==> src/rtl/bram1_result_streamer.sv <==
// bram1_result_streamer: reads N result words from BRAM1 once started, sums the
// four lanes of each word and streams one sum per word on a valid/ready port.
// A 2-entry buffer absorbs the 1-cycle BRAM read latency and downstream stalls;
// a running total of every handshaken sum is kept for register readback.
module bram1_result_streamer #(
  parameter int CNT_BIT  = 31,
  parameter int DWIDTH_2 = 64,
  parameter int AWIDTH   = 8,
  parameter int MEM_SIZE = 256,
  parameter int TOT_W    = 32
) (
  input  logic                        clk,
  input  logic                        reset_n,
  input  logic                        start_run_i,
  input  logic [CNT_BIT-1:0]          run_count_i,
  output logic                        idle_o,
  output logic                        run_o,
  output logic                        done_o,
  output logic [AWIDTH-1:0]           addr_b1_o,
  output logic                        ce_b1_o,
  output logic                        we_b1_o,
  input  logic [DWIDTH_2-1:0]         q_b1_i,
  output logic                        m_valid_o,
  input  logic                        m_ready_i,
  output logic [(DWIDTH_2/4)+1:0]     m_data_o,
  output logic                        m_last_o,
  output logic [TOT_W-1:0]            total_o
);

  localparam int LW = DWIDTH_2 / 4;
  localparam int SW = LW + 2;

  // The issued counter drives the address directly, so the memory must fit
  // inside the address space.
  if (MEM_SIZE > (1 << AWIDTH)) begin : g_mem_size_check
    $error("MEM_SIZE exceeds the BRAM1 address space");
  end

  typedef enum logic [1:0] {S_IDLE, S_RUN, S_DONE} state_t;

  state_t             state_q, state_d;
  logic [CNT_BIT-1:0] n_q;
  logic [CNT_BIT-1:0] issued_q;
  logic [CNT_BIT-1:0] popped_q;
  logic               vld_p1;     // read issued last cycle, data on q_b1_i now
  logic [1:0]         fill_q;
  logic [SW-1:0]      buf0_p2;    // head of the buffer
  logic [SW-1:0]      buf1_p2;
  logic [TOT_W-1:0]   total_q;
  logic [SW-1:0]      sum_p1;
  logic               pop;
  logic               ce;
  logic               last_beat;
  logic [2:0]         occ;

  // Zero-extended sum of the four LW-bit lanes; SW bits cannot overflow.
  function automatic logic [SW-1:0] lane_sum(input logic [DWIDTH_2-1:0] w);
    logic [SW-1:0] acc;
    acc = '0;
    for (int i = 0; i < 4; i++) begin
      acc = acc + SW'(w[i*LW +: LW]);
    end
    return acc;
  endfunction

  assign sum_p1 = lane_sum(q_b1_i);

  // Next-state, read-issue and handshake decode.
  always_comb begin
    state_d   = state_q;
    ce        = 1'b0;
    pop       = (fill_q != 2'd0) & m_ready_i;
    last_beat = (popped_q == (n_q - CNT_BIT'(1)));
    occ       = {1'b0, fill_q} + {2'b00, vld_p1};
    case (state_q)
      S_IDLE: begin
        if (start_run_i) begin
          state_d = (run_count_i == '0) ? S_DONE : S_RUN;
        end
      end
      S_RUN: begin
        // Only issue when the buffer is guaranteed a free slot at capture.
        ce = (issued_q < n_q) && (occ <= ({2'b00, pop} + 3'd1));
        if (pop && last_beat) begin
          state_d = S_DONE;
        end
      end
      S_DONE:  state_d = S_IDLE;
      default: state_d = S_IDLE;
    endcase
  end

  // State register.
  always_ff @(posedge clk) begin
    if (!reset_n) begin
      state_q <= S_IDLE;
    end else begin
      state_q <= state_d;
    end
  end

  // Counters, in-flight flag, buffer occupancy and running total.
  always_ff @(posedge clk) begin
    if (!reset_n) begin
      n_q      <= '0;
      issued_q <= '0;
      popped_q <= '0;
      vld_p1   <= 1'b0;
      fill_q   <= 2'd0;
      total_q  <= '0;
    end else begin
      vld_p1 <= ce;
      if ((state_q == S_IDLE) && start_run_i) begin
        n_q      <= run_count_i;
        issued_q <= '0;
        popped_q <= '0;
        total_q  <= '0;
      end else begin
        if (ce) begin
          issued_q <= issued_q + CNT_BIT'(1);
        end
        if (pop) begin
          popped_q <= popped_q + CNT_BIT'(1);
          total_q  <= total_q + TOT_W'(buf0_p2);
        end
      end
      case ({vld_p1, pop})
        2'b10:   fill_q <= fill_q + 2'd1;
        2'b01:   fill_q <= fill_q - 2'd1;
        default: fill_q <= fill_q;
      endcase
    end
  end

  // Buffer data path: capture the lane sum one cycle after each issue.
  always_ff @(posedge clk) begin
    if (vld_p1) begin
      if (pop) begin
        if (fill_q == 2'd2) begin
          buf0_p2 <= buf1_p2;
          buf1_p2 <= sum_p1;
        end else begin
          buf0_p2 <= sum_p1;
        end
      end else if (fill_q == 2'd0) begin
        buf0_p2 <= sum_p1;
      end else begin
        buf1_p2 <= sum_p1;
      end
    end else if (pop) begin
      buf0_p2 <= buf1_p2;
    end
  end

  assign idle_o    = (state_q == S_IDLE);
  assign run_o     = (state_q == S_RUN);
  assign done_o    = (state_q == S_DONE);
  assign addr_b1_o = issued_q[AWIDTH-1:0];
  assign ce_b1_o   = ce;
  assign we_b1_o   = 1'b0;
  assign m_valid_o = (fill_q != 2'd0);
  assign m_data_o  = buf0_p2;
  assign m_last_o  = m_valid_o & last_beat;
  assign total_o   = total_q;

endmodule
==> config.mk <==
export PLATFORM = sky130hd
export DESIGN_NAME = bram1_result_streamer
export DESIGN_NICKNAME = d
export VERILOG_FILES = /design/src/rtl/bram1_result_streamer.sv
export SDC_FILE = /design/constraint.sdc
export NUM_CORES = 1
export LEC_CHECK = 0
export ABC_AREA = 1
export BUFFER_PORTS_ARGS = -buffer_cell sky130_fd_sc_hd__buf_2
export CAP_MARGIN = 10
export CORE_MARGIN = 3
export CORE_UTILIZATION = 50
export DETAILED_ROUTE_END_ITERATION = 12
export GPL_TIMING_DRIVEN = 0
export PLACE_DENSITY = 0.78
export SYNTH_ARGS = -nofsm -noshare
export SYNTH_HDL_FRONTEND = slang
export SYNTH_SLANG_ARGS = --single-unit
==> constraint.sdc <==
create_clock -name clk -period 3.8 [get_ports clk]
set_clock_uncertainty 0.1 [all_clocks]
set_input_delay 0.76 -clock clk [delete_from_list [all_inputs] [get_ports clk]]
set_output_delay 0.76 -clock clk [all_outputs]
set_load 0.005 [all_outputs]
==> impl_metrics.json, run 1 <==
{
  "drc": 0,
  "placed_cells": 2215,
  "portBuffers": 162,
  "clkLatencyLatePin_ns": 0.44,
  "antennaDiodeCount": 0,
  "synthesis.area_sq_um": 12200,
  "synth_edf_count": 36,
  "startpoint_type": "flop",
  "synth.ff_latch_count": 166,
  "rsz0062_at_grt": "yes",
  "synthesis.instances": 1731,
  "nFillCells": 2186,
  "crit_family": "simple AND/OR/NAND/NOR gates",
  "syn-mean-instance-area_sq_um": 7.05,
  "period_needed_ns": 3.67,
  "slew_headroom_pct": 46.8,
  "cp_slowest_cell": "dfxtp_1",
  "first_pass_iters": 5,
  "reg2reg_slack_ns": 0.74,
  "async_flop_share_pct": 0,
  "fp-row-count": 56,
  "hold_depth": 2,
  "start_util_pct": 51.4,
  "peakVddDrop_v": 0.000277,
  "die_h_um": 162,
  "status": "finished clean",
  "placed_area_sq_um": 13500,
  "dp.final_hpwl_mm": 27.9,
  "stdcell_count": 2254,
  "min_to": "total_o[31]",
  "cts-buffers-inserted": 17,
  "syn_nets": 1936,
  "ys_seq_area_share_pct": 30.2,
  "cpPeakStageDelay_ns": 0.34,
  "slew_viol_final": 0,
  "worstPathArrival_ns": 2.81,
  "cts_sinks": 166,
  "grt_max_degree": 17,
  "dieArea_sq_um": 26300,
  "r2r_start": "fill_q[0]",
  "nNetsFinal": 2127,
  "holdBufCountCts": 0,
  "drv_cap": 0,
  "via_count": 12000,
  "yosys_warnings": 0,
  "cts_root_buf": "clkbuf_16",
  "vias_per_cell": 5.31,
  "cts_max_path_buffers": 2,
  "crit_chain": "nor2_1 -> nand3_1 -> nor2_4 -> nor2_1 -> nor2_1 -> nand2_1 -> nor4_1 -> nand3b_1 -> nor2_1 -> nand3b_1 -> nor2_2 -> buf_2",
  "tightest_slew_ns": 0.798,
  "clkTransAtPathRegs_ns": 0.07,
  "synthFlopType": "dfxtp_1",
  "r2r_end": "issued_q[12]",
  "finalCritPeriodShare_pct": 96.6,
  "antenna_found_initial": 0,
  "powerDensity_nw_per_um2": 419,
  "num_io_pins": 164,
  "hp-class": "flop to flop",
  "layout_common_cells": "nand2_1, inv_1, nor2_1, buf_2, a21oi_1",
  "final_common_cell": "nand2_1",
  "routed_wl_mm": 34.4,
  "grt_pass1_wl_mm": 56.0,
  "finalHoldViolations": 0,
  "worst-path-buf-inv": 1,
  "reg2regPathDepth": 13,
  "detailedPlace.worstSlack_ns": -1.31,
  "ant_nets": 0,
  "yosysUniqueCellTypes": 50,
  "cp-end-kind": "output pin",
  "cts_tree": "done",
  "hold_start": "total_o[31]",
  "place.gp.congestion": 0.966,
  "path_max_fanout": 5,
  "finalSetupViolations": 0,
  "final.setup.worst_slack_ns": 0.131,
  "core_sq_um": 23800,
  "die-width_um": 162,
  "grt-ovfl-total": 0,
  "p_leak_uw": 0.00659,
  "drt_iter0_markers": 992,
  "cp.required_ns": 2.94,
  "drive_gt1_share_pct": 14.5,
  "cp_common_cell": "nor2_1",
  "setup_tns_ns": 0,
  "setup.worst_path.class": "flop to output pin",
  "grt_usage_pct": 26.3,
  "grt_pass1_vias": 11300,
  "fmax_ghz": 0.273,
  "wire_per_inst_um": 15.3,
  "final_area_sq_um": 14300,
  "h-tree-depth": 4,
  "area_delta_synth_final_pct": 17.0
}
## worst max-delay path by stage
stage               cells past startpoint           end       from  slack, ns
floorplan                              19  m_data_o[15]  q_b1_i[1]      -0.02
global placement                       13       ce_b1_o  m_ready_i      -1.23
detailed placement                     13       ce_b1_o  m_ready_i      -1.31
CTS                                    13       ce_b1_o  fill_q[1]      -0.03
global route                           14      m_last_o    n_q[13]      -0.11
finish                                 12      m_last_o     n_q[2]       0.13
## what timing repair did
item	in CTS	in global routing
setup buffers	5	4
pin swaps	3	11
endpoints found under the setup margin	34	6
gates resized for setup	23	25
## layer usage
| layer | wire length [um] | track usage, % | vias to the layer above |
|---|---|---|---|
| li1 | - | - | 6023 |
| met1 | 15200 | 35.2 | 5503 |
| met2 | 16000 | 43.2 | 380 |
| met3 | 2190 | 4.59 | 62 |
| met4 | 1010 | 8.96 | 0 |
| met5 | 0 | 0 | - |
## cell usage after synthesis, drive strengths merged (21+ instances only)
| master | n | share of area (%) |
|---|---|---|
| nand4 | 32 | 1.7 |
| nor4 | 21 | 1.1 |
| a21oi | 145 | 5.9 |
| dfxtp | 130 | 21 |
| nor3 | 31 | 1.3 |
| nand2 | 365 | 11 |
| xor2 | 58 | 4.2 |
| nand3 | 102 | 4.4 |
| xnor2 | 29 | 2.1 |
| fa | 34 | 5.6 |
| o21ai | 100 | 4.1 |
| clkbuf | 35 | 1.1 |
| edfxtp | 36 | 8.9 |
| nor2 | 212 | 7.1 |
| ha | 72 | 7.4 |
| inv | 261 | 8.0 |
## final cells by class
| cell class | count | area, sq um | area share, % |
|---|---|---|---|
| flip-flops and latches | 166 | 3690 | 25.9 |
| clock inverters | 15 | 195 | 1.37 |
| plain buffers | 42 | 193 | 1.35 |
| clock buffers | 17 | 425 | 2.98 |
| well taps | 319 | 399 | 2.80 |
| inverters | 261 | 995 | 6.97 |
| repair buffers | 174 | 905 | 6.34 |
| multi-input cells | 1260 | 7470 | 52.3 |
## where the power goes
| part | internal, uW | total, uW | switching, uW |
|---|---|---|---|
| Clock | 1050 | 1850 | 794 |
| Sequential | 1980 | 2090 | 116 |
| Combinational | 742 | 2030 | 1290 |
## metrics by stage
stage | util (%) | hold WS (ns) | power [uW]
floorplan | - | 0.356 | 3450
global placement | 56.5 | 0.356 | 3960
detailed placement | 56.7 | 0.367 | 4030
CTS | 59.8 | 0.375 | 5910
global route | 60.1 | 0.415 | 6350
finish | 60.1 | 0.375 | 5970
## state kept, by name, summed over array words and instances (netlist names)
register  flops
state_q       2
popped_q     31
issued_q     31
m_data_o     18
fill_q        2
vld_p1        1
n_q          31
total_o      32
buf1_p2      18
## worst min-delay path, stage by stage (launching register included)
cell	delay, ns
dfxtp_1	0.32
nand2_1	0.06
a21oi_1	0.05
## cells by family after synthesis
group / after synthesis / share of synthesized area (%)
DFF: 166 / 30.2
buffers and inverters: 305 / 9.67
and+or+nand+nor: 780 / 28.0
other: 1 / 0.0307
AOI/OAI and AO/OA: 279 / 12.2
muxes: 6 / 0.492
adders and majority gates: 106 / 13.0
xor gates and xnor gates: 88 / 6.43
Power figures use the tool's default switching activity.
==> inputs of run 2 (changes only) <==
==> constraint.sdc (replaced) <==
create_clock -name clk -period 3.8 [get_ports clk]
set_clock_uncertainty 0.1 [all_clocks]
set_input_delay 0.95 -clock clk [delete_from_list [all_inputs] [get_ports clk]]
set_output_delay 0.95 -clock clk [all_outputs]
set_load 0.005 [all_outputs]
==> impl_metrics.json, run 2 (synthesis results as in run 1) <==
{
  "p_leak_uw": 0.00671,
  "first_pass_iters": 6,
  "vias_per_cell": 5.41,
  "status": "finished clean",
  "cp-end-kind": "output pin",
  "finalSetupViolations": 0,
  "grt-ovfl-total": 0,
  "hold_depth": 2,
  "die_h_um": 162,
  "hold_start": "total_o[29]",
  "cts_max_path_buffers": 2,
  "area_delta_synth_final_pct": 19.6,
  "period_needed_ns": 3.75,
  "antennaDiodeCount": 0,
  "grt_max_degree": 17,
  "drt_iter0_markers": 970,
  "nNetsFinal": 2140,
  "detailedPlace.worstSlack_ns": -0.795,
  "fp-row-count": 56,
  "slew_viol_final": 0,
  "clkLatencyLatePin_ns": 0.44,
  "final_area_sq_um": 14600,
  "cts-buffers-inserted": 17,
  "largest_reg_flops": 32,
  "place.gp.congestion": 0.981,
  "peakVddDrop_v": 0.000258,
  "reg2regPathDepth": 16,
  "drv_cap": 0,
  "placed_area_sq_um": 13500,
  "cpPeakStageDelay_ns": 0.45,
  "dieArea_sq_um": 26300,
  "tightest_slew_ns": 0.979,
  "crit_family": "simple AND/OR/NAND/NOR gates",
  "antenna_found_initial": 0,
  "finalCritPeriodShare_pct": 98.7,
  "die-width_um": 162,
  "slew_headroom_pct": 34.6,
  "h-tree-depth": 4,
  "crit_chain": "buf_8 -> nand2_8 -> inv_8 -> fa_1 -> or2_4 -> o21ai_4 -> o2111ai_2 -> nor2_2 -> nand2_2 -> inv_2 -> buf_6",
  "core_sq_um": 23800,
  "powerDensity_nw_per_um2": 428,
  "finalHoldViolations": 0,
  "final_common_cell": "nand2_1",
  "final.setup.worst_slack_ns": 0.0508,
  "path_depth": 11,
  "portBuffers": 162,
  "path_max_fanout": 3,
  "grt_usage_pct": 26.0,
  "startpoint_type": "primary input",
  "worstPathArrival_ns": 2.70,
  "reg2reg_slack_ns": 0.77,
  "layout_common_cells": "nand2_1, inv_1, nor2_1, buf_2, a21oi_1",
  "rsz0062_at_grt": "yes",
  "setup.worst_path.class": "primary input to output pin",
  "worst-path-buf-inv": 4,
  "r2r_start": "fill_q[1]",
  "hp-class": "flop to flop",
  "startpoint": "m_ready_i",
  "start_util_pct": 51.4,
  "cp.required_ns": 2.75,
  "drc": 0,
  "routed_wl_mm": 34.9,
  "drive_gt1_share_pct": 16.6,
  "setup_tns_ns": 0,
  "wire_per_inst_um": 15.4,
  "num_io_pins": 164,
  "ant_nets": 0,
  "fmax_ghz": 0.267,
  "clkTransAtPathRegs_ns": 0.07,
  "grt_pass1_vias": 11500,
  "via_count": 12300,
  "cts_tree": "done",
  "cp_slowest_cell": "fa_1",
  "cts_sinks": 166,
  "cts_root_buf": "clkbuf_16",
  "dp.final_hpwl_mm": 27.4,
  "total_power_uw": 6240,
  "grt_pass1_wl_mm": 55.6
}
## run 2: changes by cell type in the layout (fill, tap and decap cells not counted), moves of 4 or more
cell | previous run | this run
nor2_2 | 8 | 17
nand2_2 | 6 | 10
ha_4 | 0 | 4
inv_1 | 252 | 248
nor2_1 | 195 | 184
nand2_1 | 355 | 350
buf_4 | 20 | 32
## run 2: what timing repair did
item                                    in CTS  in global routing
endpoints found under the setup margin       5                  9
gates resized for setup                     27                 49
cloned                                       1                  0
pin swaps                                   13                 21
hold buffers                                 0                  0
endpoints found under the hold margin        0                  0
setup buffers                                9                 14
## run 2: area by class of cell
| class | instances | area [sq um] |
|---|---|---|
| buffer | 41 | 189 |
| clock buffer | 17 | 425 |
| clock inverter | 15 | 239 |
| fill | 2113 | 9160 |
| inverter | 261 | 997 |
| multi-input combinational | 1260 | 7600 |
| sequential | 166 | 3690 |
| tap | 319 | 399 |
| timing repair buffer | 188 | 1050 |
## run 2: stage by stage
step	std cells	util [%]	hold slack, ns
floorplan	1731	-	0.356
global placement	2212	56.7	0.356
detailed placement	2214	56.8	0.368
CTS	2255	60.3	0.379
global route	2267	61.4	0.404
finish	2267	61.4	0.378
## run 2: worst paths after layout
| kind | endpoint |
|---|---|
| max | ce_b1_o |
| max reg2reg | issued_q[0] |
| min | total_o[29] |
| min reg2reg | total_o[29] |
## run 2: metal layers
metal	routed length, um	up-vias	GRT usage, %
li1	-	6053	-
met1	15100	5700	34.3
met2	16300	434	42.1
met3	2280	86	4.97
met4	1280	0	10.7
met5	0	-	0
## run 2: where the power goes
part	switching (uW)	internal, uW	total, uW
combinational	1340	825	2170
clock	788	1180	1970
sequential	123	1980	2100
total	2250	3990	6240
## run 2: worst register-to-register path: stages (launching register included)
cell	delay, ns
dfxtp_1	0.38
inv_2	0.09
nand2_4	0.12
nand2_8	0.07
inv_8	0.06
fa_1	0.41
or2_4	0.27
o21ai_1	0.21
o21ai_4	0.10
o2111ai_2	0.08
nor2_2	0.09
nand2_2	0.10
buf_4	0.12
buf_4	0.12
clkbuf_1	0.39
nand2_1	0.09
a21oi_1	0.14
==> inputs of run 3 (changes only) <==
PLACE_DENSITY = 0.74   (was 0.78)
==> impl_metrics.json, run 3 (synthesis results as in run 1) <==
{
  "cts_tree": "done",
  "switchingPower_uw": 2270,
  "antennaDiodeCount": 0,
  "vias_per_cell": 5.34,
  "r2r_start": "fill_q[1]",
  "hp-class": "flop to flop",
  "clkTransAtPathRegs_ns": 0.07,
  "worst-path-buf-inv": 6,
  "die-width_um": 162,
  "slew_headroom_pct": 41.7,
  "cts_root_buf": "clkbuf_16",
  "hold_start": "total_o[29]",
  "tightest_slew_ns": 0.874,
  "holdBufCountCts": 0,
  "period_needed_ns": 3.84,
  "drt_iter0_markers": 869,
  "grt_pass1_wl_mm": 56.2,
  "total_power_uw": 6010,
  "clkLatencyLatePin_ns": 0.44,
  "powerDensity_nw_per_um2": 413,
  "status": "complete, but fails checks",
  "cp.required_ns": 3.89,
  "final.setup.worst_slack_ns": -0.0359,
  "rsz0062_at_grt": "yes",
  "setup.worst_path.class": "primary input to flop",
  "nNetsFinal": 2143,
  "p_sw_share_pct": 37.8,
  "wire_per_inst_um": 15.4,
  "largest_reg_flops": 32,
  "place.gp.congestion": 0.999,
  "slew_viol_final": 0,
  "routed_wl_mm": 34.9,
  "hold_depth": 2,
  "core_sq_um": 23800,
  "crit_family": "adder cells",
  "min_to": "total_o[29]",
  "clkPwrFrac_pct": 29.0,
  "combPwrFrac_pct": 36.0,
  "drive_gt1_share_pct": 16.9,
  "die_h_um": 162,
  "violations": "negative setup slack",
  "first_pass_iters": 8,
  "path_max_fanout": 3,
  "dp.final_hpwl_mm": 27.6,
  "grt_pass1_vias": 11400,
  "h-tree-depth": 4,
  "startpoint_type": "primary input",
  "via_count": 12100,
  "fp-row-count": 56,
  "start_util_pct": 51.4,
  "peakVddDrop_v": 0.000267,
  "worstPathArrival_ns": 3.93,
  "finalCritPeriodShare_pct": 101,
  "layout.area.seq_sq_um": 3690,
  "seqPwrFrac_pct": 34.9,
  "grt_usage_pct": 26.4,
  "reg2reg_slack_ns": 0.68,
  "cpPeakStageDelay_ns": 0.57,
  "final_common_cell": "nand2_1",
  "finalSetupViolations": 1,
  "antenna_found_initial": 0,
  "finalHoldViolations": 0,
  "portBuffers": 162,
  "p_leak_uw": 0.00670,
  "reg2regPathDepth": 17,
  "cp_slowest_cell": "fa_1",
  "cts_sinks": 166,
  "area_delta_synth_final_pct": 19.2,
  "r2r_end": "issued_q[22]",
  "cts_max_path_buffers": 2,
  "grt_max_degree": 19,
  "fmax_ghz": 0.261,
  "cts-buffers-inserted": 17,
  "setup_tns_ns": -0.0359,
  "ant_nets": 0,
  "power.internal_uw": 3740,
  "dieArea_sq_um": 26300,
  "multi_input_area_sq_um": 7590,
  "drc": 0,
  "cp-end-kind": "flop",
  "num_io_pins": 164,
  "drv_cap": 0,
  "layout_common_cells": "nand2_1, inv_1, nor2_1, buf_2, a21oi_1",
  "whs_ns": 0.379,
  "crit_chain": "buf_8 -> inv_4 -> fa_1 -> inv_1 -> fa_1 -> ha_4 -> inv_4 -> fa_2 -> inv_2 -> nand3_2 -> nand2_2 -> a21oi_4 -> o21ai_2 -> a21boi_2 -> nor3_2 -> nor2_1 -> nand2_1 -> nand3_1 -> o21ai_1 -> inv_1",
  "nFillCells": 2180,
  "grt-ovfl-total": 0
}
-- run 3: final cells by class --
type | instances | share of cell area [%]
multi-input combinational | 1260 | 52.2
sequential | 166 | 25.4
timing repair buffer | 191 | 7.48
inverter | 261 | 6.89
clock buffer | 17 | 2.93
tap | 319 | 2.74
buffer | 41 | 1.30
clock inverter | 15 | 1.11
-- run 3: worst max path at each step --
stage | to | from | depth (start not counted)
after floorplan | m_data_o[15] | q_b1_i[1] | 19
after global placement | ce_b1_o | m_ready_i | 13
after detailed placement | ce_b1_o | m_ready_i | 13
after CTS | ce_b1_o | m_ready_i | 12
after global routing | m_data_o[15] | q_b1_i[33] | 20
final | m_data_o[15] | q_b1_i[33] | 20
-- run 3: worst register-to-register path: cells and delay by family, from the launching register on --
kind	cells	cell delay (ns)
buf+inv	6	0.83
simple gates	6	0.76
compound gates	4	0.54
fa+ha+maj	1	0.46
flops	1	0.34
-- run 3: per-layer routing --
layer / wire, um / vias up / track usage [%]
met5: 0 / - / 0
met3: 2070 / 47 / 3.14
li1: - / 6053 / -
met4: 726 / 0 / 7.56
met2: 16500 / 386 / 44.0
met1: 15700 / 5631 / 36.1
-- run 3: power by group through the flow --
stage	sequential (uW)	clock, uW	combinational, uW
global route	2110	1830	2450
global placement	2130	0	1860
detailed placement	2130	0	1910
CTS	2090	1760	2010
floorplan	2090	0	1380
finish	2100	1750	2170
-- run 3: metrics by stage --
stage / std cells / cell area, sq um / worst slack, ns / utilization, %
after detailed placement: 2213 / 13500 / -0.769 / 56.8
final: 2270 / 14500 / -0.0359 / 61.2
after global routing: 2270 / 14500 / -0.234 / 61.2
after floorplan: 1731 / 12300 / -0.194 / -
after CTS: 2254 / 14300 / -0.0120 / 60.0
after global placement: 2212 / 13500 / -0.755 / 56.7
-- run 3: what timing repair did --
| item | in CTS | in global routing |
|---|---|---|
| gates resized for setup | 32 | 54 |
| cloned | 1 | 0 |
| pin swaps | 11 | 31 |
| buffers inserted | 10 | 17 |
| endpoints found under the setup margin | 4 | 9 |
